--- src/rtl/truth_table_sequencer.sv ---
// Truth-table sequencer: sweeps every input vector of an N_IN-input function and checks
// that N_DUT parallel implementations agree. Each vector takes SETTLE_CYC+2 cycles.
// No backpressure. An optional tt_word capture of implementation 0 is enabled by TT_CAPTURE_EN.
module truth_table_sequencer #(
  parameter int unsigned N_IN       = 4,
  parameter int unsigned N_DUT      = 3,
  parameter int unsigned SETTLE_CYC = 2
) (
  input  logic                 clk,
  input  logic                 rst_n,
  input  logic                 start,
  input  logic                 abort,
  input  logic [N_DUT-1:0]     dut_y,
  output logic [N_IN-1:0]      vec_out,
  output logic                 busy,
  output logic                 done,
  output logic                 pass,
  output logic [N_IN:0]        err_cnt,
  output logic                 first_err_valid,
`ifdef TT_CAPTURE_EN
  output logic [N_IN-1:0]      first_err_vec,
  output logic [2**N_IN-1:0]   tt_word
`else
  output logic [N_IN-1:0]      first_err_vec
`endif
);

  // The settle counter only needs to reach SETTLE_CYC-1. Keep at least one bit so that SETTLE_CYC=0 still elaborates.
  localparam int unsigned CW = (SETTLE_CYC > 1) ? $clog2(SETTLE_CYC) : 1;
  localparam logic [CW-1:0]   SETTLE_LOAD = (SETTLE_CYC > 0) ? CW'(SETTLE_CYC - 1) : '0;
  localparam logic [CW-1:0]   CNT_ONE     = CW'(1);
  localparam logic [N_IN-1:0] VEC_MAX     = '1;
  localparam logic [N_IN-1:0] VEC_ONE     = N_IN'(1);
  localparam logic [N_IN:0]   ERR_ONE     = (N_IN + 1)'(1);

  typedef enum logic [2:0] {
    S_IDLE   = 3'd0,
    S_APPLY  = 3'd1,
    S_SETTLE = 3'd2,
    S_CHECK  = 3'd3,
    S_DONE   = 3'd4
  } state_t;

  state_t            state_q, state_d;
  logic [N_IN-1:0]   vec_q, vec_d;
  logic [CW-1:0]     cnt_q, cnt_d;
  logic [N_IN:0]     err_q, err_d;
  logic              fvalid_q, fvalid_d;
  logic [N_IN-1:0]   fvec_q, fvec_d;
  logic              done_q, done_d;
`ifdef TT_CAPTURE_EN
  logic [2**N_IN-1:0] tt_q, tt_d;
`endif

  logic mismatch;
  logic start_ok;

  // Implementations disagree unless every sampled output is 1 or every one is 0.
  assign mismatch = !((&dut_y) || !(|dut_y));
  // A start request counts only when the sequencer is not sweeping and abort is not also asserted.
  assign start_ok = start && !abort && (state_q == S_IDLE || state_q == S_DONE);

  // State register.
  always_ff @(posedge clk or negedge rst_n) begin
    if (!rst_n) state_q <= S_IDLE;
    else        state_q <= state_d;
  end

  // Next-state logic. Abort overrides everything, including a simultaneous start.
  always_comb begin
    state_d = state_q;
    if (abort) begin
      state_d = S_IDLE;
    end else begin
      case (state_q)
        S_IDLE, S_DONE: if (start) state_d = S_APPLY;
        S_APPLY:        state_d = (SETTLE_CYC == 0) ? S_CHECK : S_SETTLE;
        S_SETTLE:       if (cnt_q == '0) state_d = S_CHECK;
        S_CHECK:        state_d = (vec_q == VEC_MAX) ? S_DONE : S_APPLY;
        default:        state_d = S_IDLE;
      endcase
    end
  end

  // Datapath next-state logic: vector stepping, settle count, error bookkeeping.
  always_comb begin
    vec_d    = vec_q;
    cnt_d    = cnt_q;
    err_d    = err_q;
    fvalid_d = fvalid_q;
    fvec_d   = fvec_q;
    done_d   = done_q;
`ifdef TT_CAPTURE_EN
    tt_d     = tt_q;
`endif
    if (abort) begin
      // Partial error results stay visible after an abort. Only done is dropped.
      done_d = 1'b0;
    end else if (start_ok) begin
      vec_d    = '0;
      err_d    = '0;
      fvalid_d = 1'b0;
      fvec_d   = '0;
      done_d   = 1'b0;
`ifdef TT_CAPTURE_EN
      tt_d     = '0;
`endif
    end else begin
      case (state_q)
        S_APPLY: cnt_d = SETTLE_LOAD;
        S_SETTLE: if (cnt_q != '0) cnt_d = cnt_q - CNT_ONE;
        S_CHECK: begin
          if (mismatch) begin
            err_d = err_q + ERR_ONE;
            if (!fvalid_q) begin
              fvalid_d = 1'b1;
              fvec_d   = vec_q;
            end
          end
`ifdef TT_CAPTURE_EN
          tt_d[vec_q] = dut_y[0];
`endif
          // The vector advances only when leaving CHECK, so it is stable throughout sampling.
          if (vec_q == VEC_MAX) done_d = 1'b1;
          else                  vec_d  = vec_q + VEC_ONE;
        end
        default: ;
      endcase
    end
  end

  // Datapath registers. Reset discards any partial sweep results.
  always_ff @(posedge clk or negedge rst_n) begin
    if (!rst_n) begin
      vec_q    <= '0;
      cnt_q    <= '0;
      err_q    <= '0;
      fvalid_q <= 1'b0;
      fvec_q   <= '0;
      done_q   <= 1'b0;
`ifdef TT_CAPTURE_EN
      tt_q     <= '0;
`endif
    end else begin
      vec_q    <= vec_d;
      cnt_q    <= cnt_d;
      err_q    <= err_d;
      fvalid_q <= fvalid_d;
      fvec_q   <= fvec_d;
      done_q   <= done_d;
`ifdef TT_CAPTURE_EN
      tt_q     <= tt_d;
`endif
    end
  end

  // Output decode. busy follows the state, and pass is qualified by done.
  always_comb begin
    busy            = (state_q == S_APPLY) || (state_q == S_SETTLE) || (state_q == S_CHECK);
    done            = done_q;
    pass            = done_q && (err_q == '0);
    vec_out         = vec_q;
    err_cnt         = err_q;
    first_err_valid = fvalid_q;
    first_err_vec   = fvec_q;
`ifdef TT_CAPTURE_EN
    tt_word         = tt_q;
`endif
  end

endmodule

--- config.mk ---
export PLATFORM = sky130hd
export DESIGN_NAME = truth_table_sequencer
export DESIGN_NICKNAME = d
export VERILOG_FILES = /design/src/rtl/truth_table_sequencer.sv
export SDC_FILE = /design/constraint.sdc
export NUM_CORES = 1
export LEC_CHECK = 0
export CAP_MARGIN = 20
export CORE_MARGIN = 2
export CORE_UTILIZATION = 30
export DETAILED_ROUTE_END_ITERATION = 7
export SETUP_SLACK_MARGIN = 0.2
export SLEW_MARGIN = 40
export SYNTH_ARGS = -nofsm -noshare
export SYNTH_HDL_FRONTEND = slang
export SYNTH_SLANG_ARGS = --single-unit
export TNS_END_PERCENT = 10
--- constraint.sdc ---
create_clock -name clk -period 1.5 [get_ports clk]
set_clock_uncertainty 0.05 [all_clocks]
set_input_delay 0.3 -clock clk [delete_from_list [all_inputs] [get_ports clk]]
set_output_delay 0.3 -clock clk [all_outputs]
set_load 0.005 [all_outputs]
---- After elaboration in Yosys (flattened, before gate mapping) ----
Cells that the tools add are included.
word-level totals
  register bits ........................... 19
  input port bits ......................... 7
cells by class
  add/sub/neg operators ................... 3
  eq/ne operators ......................... 10
  muxes and demuxes ....................... 24
  bitwise logic cells ..................... 2
  reduce and logical (&&, ||, !) cells .... 24
operator list
  cell                 count
  $mux 4               7
  $mux 5               3
  $mux 3               4
  $pmux 3 s4           1
  $reduce_and 3->1     4
  $mux 1               8
  $eq 3x2->1 const B   2
  $ne 3x3->1 const B   2
  $reduce_bool 3->1    2
  $add 5x1->5 const B  1
  $logic_not 5->1      1
  $add 4x1->4 const B  1
  $eq 4x4->1 const B   1
  $logic_or 1x1->1     4
  $ne 2x2->1 const B   2
  $reduce_and 2->1     2
  $reduce_and 4->1     1
  $reduce_bool 2->1    2
  $eq 3x1->1 const B   1
  $eq 3x3->1 const B   1
  $logic_and 1x1->1    3
  $logic_not 3->1      1
  $reduce_or 3->1      1
  $logic_not 1->1      2
  5 further kinds      6

---- Logic depth before layout (Yosys ltp) ----
Gate-level depths: netlist of run 1.
  depth in word-level cells ............... 6
  gate-level depth with buffers ........... 5
  mapped depth without buffers ............ 4

---- Worst setup path after synthesis of run 1 ----
No wires, ideal clock.
  kind .................................... register to register
  start point ............................. reg vec_q[0] (netlist: vec_out[0])
  end point ............................... reg vec_q[2] (netlist: vec_out[2])
  setup time .............................. 0.132 ns
  arrival time ............................ 1.168 ns
  setup slack ............................. 0.150 ns
  cell stages (with the launch flop) ...... 5
  period minus slack after synthesis ...... 1.350 ns
  cells stage by stage .................... dfrtp_1 -> ha_1 -> and2_1 -> o311ai_1 -> o21ai_1
between the ends
  longest elaborated chain between the ends .. 4
  elaborated cells between the ends (all ways) .. 7
  classes of those cells .................. add/sub: 1; eq/ne: 2; mux: 3; reduce/logical: 1
ends and longest elaborated chain
  what                      line  source
  start: declaration        45    logic [N_IN-1:0] vec_q, vec_d;
  start signal: assignment  145   vec_q <= vec_d;
  $add 4x1->4               125   else vec_d = vec_q + VEC_ONE;
  $mux 4                    124   if (vec_q == VEC_MAX) done_d = 1'b1;
  $mux 4                    109   case (state_q)
  $mux 4                    99    end else if (start_ok) begin
Several ways; a longest one is shown, not always the timed one. The select of a mux whose other input is x is not followed.
A chain may end at the register's enable or synchronous reset.

---- Worst setup path after layout of run 1 ----
  start point ............................. in start
  end point ............................... reg vec_q[1] (netlist: vec_out[1])
between the ends
  longest elaborated chain between the ends .. 4
  elaborated cells between the ends (all ways) .. 6
  classes of those cells .................. eq/ne: 1; mux: 1; reduce/logical: 4
ends and longest elaborated chain
  what                                                              line  source
  start: declaration                                                11    input logic start,
  $logic_and 1x1->1 * (2 in series)                                 61    assign start_ok = start && !abort && (state_q == S_IDLE || state_q == S_DONE);
  $ne 2x2->1 (no line) / $reduce_bool 2->1 (equally long branches)  --
  $reduce_and 3->1 (no line)                                        --
Mark *: on every way between the ends. The rest lies on a longest branch, timed or not.

==> qor.yml, run 1 <==
status: "finished with violations"
violations: "negative setup slack"
routedWlPerCell_microns: 14.07
ant_nets: 0
area_growth_pct: 58.13
layout.cells.non_filler: 217
leakage_nw: 0.8720
dr.pass1.iters: 4
cp_num_buf_inv: 2
die_area_sq_mm: 0.004251
core-area_sq_mm: 0.003633
synthSimpleGateAreaFrac_pct: 29.18
start_kind: "input pin"
clock_path_buffers: 2
synth_top_family_by_area: "simple AND/OR/NAND/NOR gates"
cts_buffers: 3
max_cap_viol_count: 0
root_buffer: "clkbuf_8"
nFillCells: 354
switchingPower_mw: 0.6037
vias_per_cell: 4.917
drive_gt1_share_pct: 42.01
antenna_found_initial: 0
cts_tree: "done"
syn_area_sq_mm: 0.001124
synth-seq-cells: 19
grt_max_degree: 20
critPathKind: "in -> reg"
power_density_mw_per_mm2: 1048
place_hpwl_mm: 2.080
ios: 24
required_ns: 1.58
dieHeight_microns: 65.20
multi_input_area_sq_um: 645.6
synth_seq_area_share_pct: 42.32
max_stage_delay_ns: 0.48
pwr-share-comb_pct: 46.0
synth.area.mux_share_pct: 6.236
fmax_mhz: 653.8
crit_fanout: 4
place_congestion: 0.7900
ff_latch_area_sq_um: 476.7
fp.dieW_microns: 65.20
start_util_pct: 30.92
setup_tns_ns: -0.05017
num_antenna_cells: 0
period_needed_ns: 1.530
setup_viol_count_final: 3
synth_compound_area_share_pct: 10.47
endpoint_kind: "flop"
cts.sinks: 19
p_sw_share_pct: 32.43
dp_cells: 200
min_period_over_period_pct: 102.0
critPathTopFamily: "buffers and inverters"
grt_first_pass_wirelength_mm: 4.954
hold_ws_ns: 0.3397
synth-xor-area-share_pct: 0.7795
rows: 22
crit_path_cell_trace: "clkdlybuf4s50_1 -> buf_4 -> or3b_4 -> nand4b_1 -> o221ai_2"
synth_fp_nets: 124
layout.nets: 180
synth_top_cell_by_area: "dfrtp_1"
path_clk_slew_ns: 0.07
grt_pass1_vias: 1081
slew_headroom_pct: 82.46
synth_common_cells: "19 x dfrtp_1, 15 x nand2_1, 9 x inv_1, 7 x mux2i_1, 5 x a21oi_1"
synth_cells: 114
holdCritPathClass: "in -> async"
design_area_sq_mm: 0.001777
portBuffers: 23
async_reset_ff_share_pct: 100.0
layout_setup_ws_ns: -0.02959
gr-usage-all-layers_pct: 15.04
power.internal_mw: 1.258
ys.flop_type: "dfrtp_1"
ys_types: 39
drt-total-wl_mm: 3.054
clkPwrFrac_pct: 19.0
synth_area_per_cell_sq_um: 9.856
clk_latency_ns: 0.25
worstMarginPinSlew_ns: 0.2632
num_vias: 1067
synth_top_area_share_pct: 42.32
rsz0062_at_grt: "true"
power_frac_seq_pct: 35.0
ys_top_cells_by_area: "dfrtp_1 42%, mux2i_1 6.2%, nand2_1 5.0%"
yosys_warnings: 0
finalHoldViolCount: 0
htreeDepth: 1
cts_hold_buf: 0
cp.arrival_ns: 1.61
yosys.area_share.adder_pct: 3.341
remaining_drc_errors: 0
postPlaceCellArea_sq_mm: 0.001529
synth_edf_count: 0
finalMaxSlewViolations: 0
synth_most_common_cell: "dfrtp_1"
grt-ovfl-total: 0
slowest_stage: "clkdlybuf4s50_1"
peakVddDrop_mv: 0.6257
drt_iter0_drc: 71
through the flow:
step | power, mW | util, % | worst slack [ns]
after floorplan | 0.9632 | - | 0.1538
after global placement | 1.266 | 42.08 | -0.3392
after detailed placement | 1.287 | 42.08 | -0.3888
after CTS | 1.838 | 47.76 | -0.04502
after global routing | 1.985 | 48.90 | -0.07870
final | 1.861 | 48.90 | -0.02959
worst reg2reg max path, cell delays in order, from the launching register on:
cell and delay, ns:
dfrtp_2 0.42, buf_6 0.13, buf_6 0.10, or3b_4 0.40, nand4b_1 0.19, o221ai_2 0.12
sequential cells by signal (all words and copies together) (netlist names):
| signal | cells |
|---|---|
| cnt_q | 1 |
| vec_out | 4 |
| err_cnt | 5 |
| first_err_valid | 1 |
| state_q | 3 |
| first_err_vec | 4 |
| done | 1 |
path summary, 6_finish.rpt:
path / startpoint / to / slack [ns] / depth (start not counted)
hold / removal: rst_n / vec_out[0]$_DFFE_PN0P_ / 0.34 / 2
setup reg to reg: state_q[0]$_DFFE_PN0P_ / vec_out[1]$_DFFE_PN0P_ / -0.03 / 5
max in group asynchronous: rst_n / state_q[0]$_DFFE_PN0P_ / 0.83 / 2
setup / recovery: start / vec_out[1]$_DFFE_PN0P_ / -0.03 / 5
min in group clk: cnt_q$_DFFE_PN0P_ / cnt_q$_DFFE_PN0P_ / 0.47 / 2
hold reg to reg: cnt_q$_DFFE_PN0P_ / cnt_q$_DFFE_PN0P_ / 0.47 / 2
kinds of logic after synthesis:
family / count (synthesis)
AND/OR/NAND/NOR: 51
multiplexers: 7
buffers and inverters: 16
flip-flops: 19
XOR/XNOR: 1
adder cells (fa/ha/maj): 3
AO/OA/AOI/OAI: 17
cells in the final DEF, fill, tap and decap left out, types with 3 or more instances in the layout:
cell type	netlist	routed
a21oi_1	5	4
buf_2	3	7
buf_4	0	18
buf_6	3	18
clkbuf_8	0	3
clkdlybuf4s15_1	0	3
clkdlybuf4s50_1	0	5
dfrtp_1	19	18
dlygate4sd2_1	0	7
inv_1	9	7
mux2i_1	7	7
nand2_1	15	12
nand2_2	0	3
nand3_1	3	3
nand4_1	3	3
nor2b_1	3	3
power by group through the flow:
stage / sequential (mW) / combinational (mW) / clock [mW]
2_1_floorplan: 0.666 / 0.297 / 0
3_3_place_gp: 0.676 / 0.590 / 0
3_5_place_dp: 0.679 / 0.608 / 0
4_1_cts: 0.647 / 0.815 / 0.376
5_1_grt: 0.662 / 0.931 / 0.392
6_report: 0.652 / 0.856 / 0.353
metal layers:
metal	part of all wire [%]	global-route usage (%)
met1	44	18.43
met2	53	27.42
met3	3.5	2.740
met4	0	3.125
met5	0	0
layout make-up:
type	instances	share of cell area (%)
repair buffers	58	28.94
clock buffers	3	2.324
well taps	48	3.380
clock inverters	1	0.2817
multi-input cells	79	36.34
flip-flops and latches	19	26.83
inverters	9	1.901
what timing repair did:
item,CTS,global route
resized for setup,73,12
setup buffers,13,0
cloned,0,0
setup endpoints to repair,33,22
pin swaps,9,7
No activity file was read; power rests on OpenSTA's default activity.
==> run 2, diff against run 1 <==
CORE_MARGIN = unset   (was 2)
==> qor.yml, run 2 (synthesized netlist as in run 1, its figures left out) <==
hold_ws_ns: 0.3357
clock_path_buffers: 2
remaining_drc_errors: 0
start_util_pct: 32.40
root_buffer: "clkbuf_8"
setup_viol_count_final: 1
cts_buffers: 3
gr-usage-all-layers_pct: 15.35
leakage_nw: 0.8715
power_mw: 1.790
worstMarginPinSlew_ns: 0.3213
final_common_cell: "buf_4"
place_hpwl_mm: 2.008
grt_pass1_vias: 1089
required_ns: 1.57
dieHeight_microns: 63.20
routedWlPerCell_microns: 13.23
cp.arrival_ns: 1.59
antenna_found_initial: 0
drt_iter0_drc: 32
drt-total-wl_mm: 2.779
finalHoldViolCount: 0
num_vias: 1033
drive_gt1_share_pct: 40.85
clk_latency_ns: 0.25
cp-startpoint: "state_q[1]$_DFFE_PN0P_"
min_period_over_period_pct: 101.5
cts_tree: "done"
area_growth_pct: 52.23
peakVddDrop_mv: 0.7467
dp_cells: 196
num_antenna_cells: 0
crit_end: "vec_out[1]$_DFFE_PN0P_"
layout_common_cells: "19 x buf_4, 18 x dfrtp_1, 10 x buf_6"
period_needed_ns: 1.522
portBuffers: 23
cts_hold_buf: 0
layout.nets: 175
place_congestion: 0.8173
vias_per_cell: 4.919
critPathKind: "reg -> reg"
die_area_sq_mm: 0.003994
fp.dieW_microns: 63.20
path_clk_slew_ns: 0.07
rsz0062_at_grt: "true"
slew_headroom_pct: 78.48
dr.pass1.iters: 4
grt-ovfl-total: 0
status: "finished with violations"
r2r_start: "state_q[1]$_DFFE_PN0P_"
fmax_mhz: 657.1
layout_setup_ws_ns: -0.02186
layout.cells.non_filler: 210
regToRegSetupSlack_ns: -0.02
cts.sinks: 19
start_kind: "flop"
rr_endpoint: "vec_out[1]$_DFFE_PN0P_"
power_density_mw_per_mm2: 1047
holdCritPathClass: "in -> async"
grt_max_degree: 20
core-area_sq_mm: 0.003468
violations: "negative setup slack"
htreeDepth: 1
final_util_pct: 49.31
max_cap_viol_count: 0
crit_fanout: 4
ant_nets: 0
endpoint_kind: "flop"
place_ws_ns: -0.2886
rows: 21
r2r_cells: 5
grt_first_pass_wirelength_mm: 4.899
largest_reg_flops: 5
finalMaxSlewViolations: 0
ios: 24
==> run 2: area by class of cell <==
type                       count  area, sq um
tap                           46        57.56
sequential                    19        476.7
fill                         344         1758
multi-input combinational     79        636.9
clock buffer                   3        41.29
timing repair buffer          53        459.2
clock inverter                 1        5.005
inverter                       9        33.78
==> run 2: metrics by stage <==
| stage | instance area (sq um) | TNS, ns |
|---|---|---|
| 2_1_floorplan | 1126 | 0 |
| 3_3_place_gp | 1511 | -3.708 |
| 3_5_place_dp | 1511 | -3.998 |
| 4_1_cts | 1680 | -0.03021 |
| 5_1_grt | 1710 | -0.4776 |
| 6_report | 1710 | -0.02186 |
==> run 2: worst min-delay path by stage <==
stage | startpoint | to | cells past startpoint | slack (ns)
6_report | rst_n | err_cnt[2]$_DFFE_PN0P_ | 2 | 0.34
5_1_grt | rst_n | err_cnt[1]$_DFFE_PN0P_ | 2 | 0.36
4_1_cts | rst_n | err_cnt[3]$_DFFE_PN0P_ | 2 | 0.34
3_5_place_dp | first_err_valid$_DFFE_PN0P_ | first_err_valid$_DFFE_PN0P_ | 2 | 0.46
3_3_place_gp | cnt_q$_DFFE_PN0P_ | cnt_q$_DFFE_PN0P_ | 2 | 0.44
2_1_floorplan | rst_n | cnt_q$_DFFE_PN0P_ | 0 | -0.05
==> run 2: layer usage <==
metal	vias up	share of wire, %	GRT usage (%)
li1	514	-	-
met1	497	45	19.19
met2	20	50	27.28
met3	2	4.5	3.261
met4	0	0.29	2.557
met5	-	0	0
==> run 2: report_power, final <==
part	internal (mW)	switching, mW
Sequential	0.590	0.0544
Combinational	0.443	0.352
Clock	0.184	0.167
==> run 2: critical path, stage by stage (launching register included) <==
cell and delay, ns:
dfrtp_1 0.39, buf_6 0.13, buf_6 0.11, or3b_4 0.42
nand4b_1 0.16, o221ai_1 0.13
==> run 2: what timing repair did <==
action                                  4_1_cts  5_1_grt
endpoints found under the setup margin       33       26
resized for setup                            67        8
setup buffers                                10        0
pin swaps                                    16        3
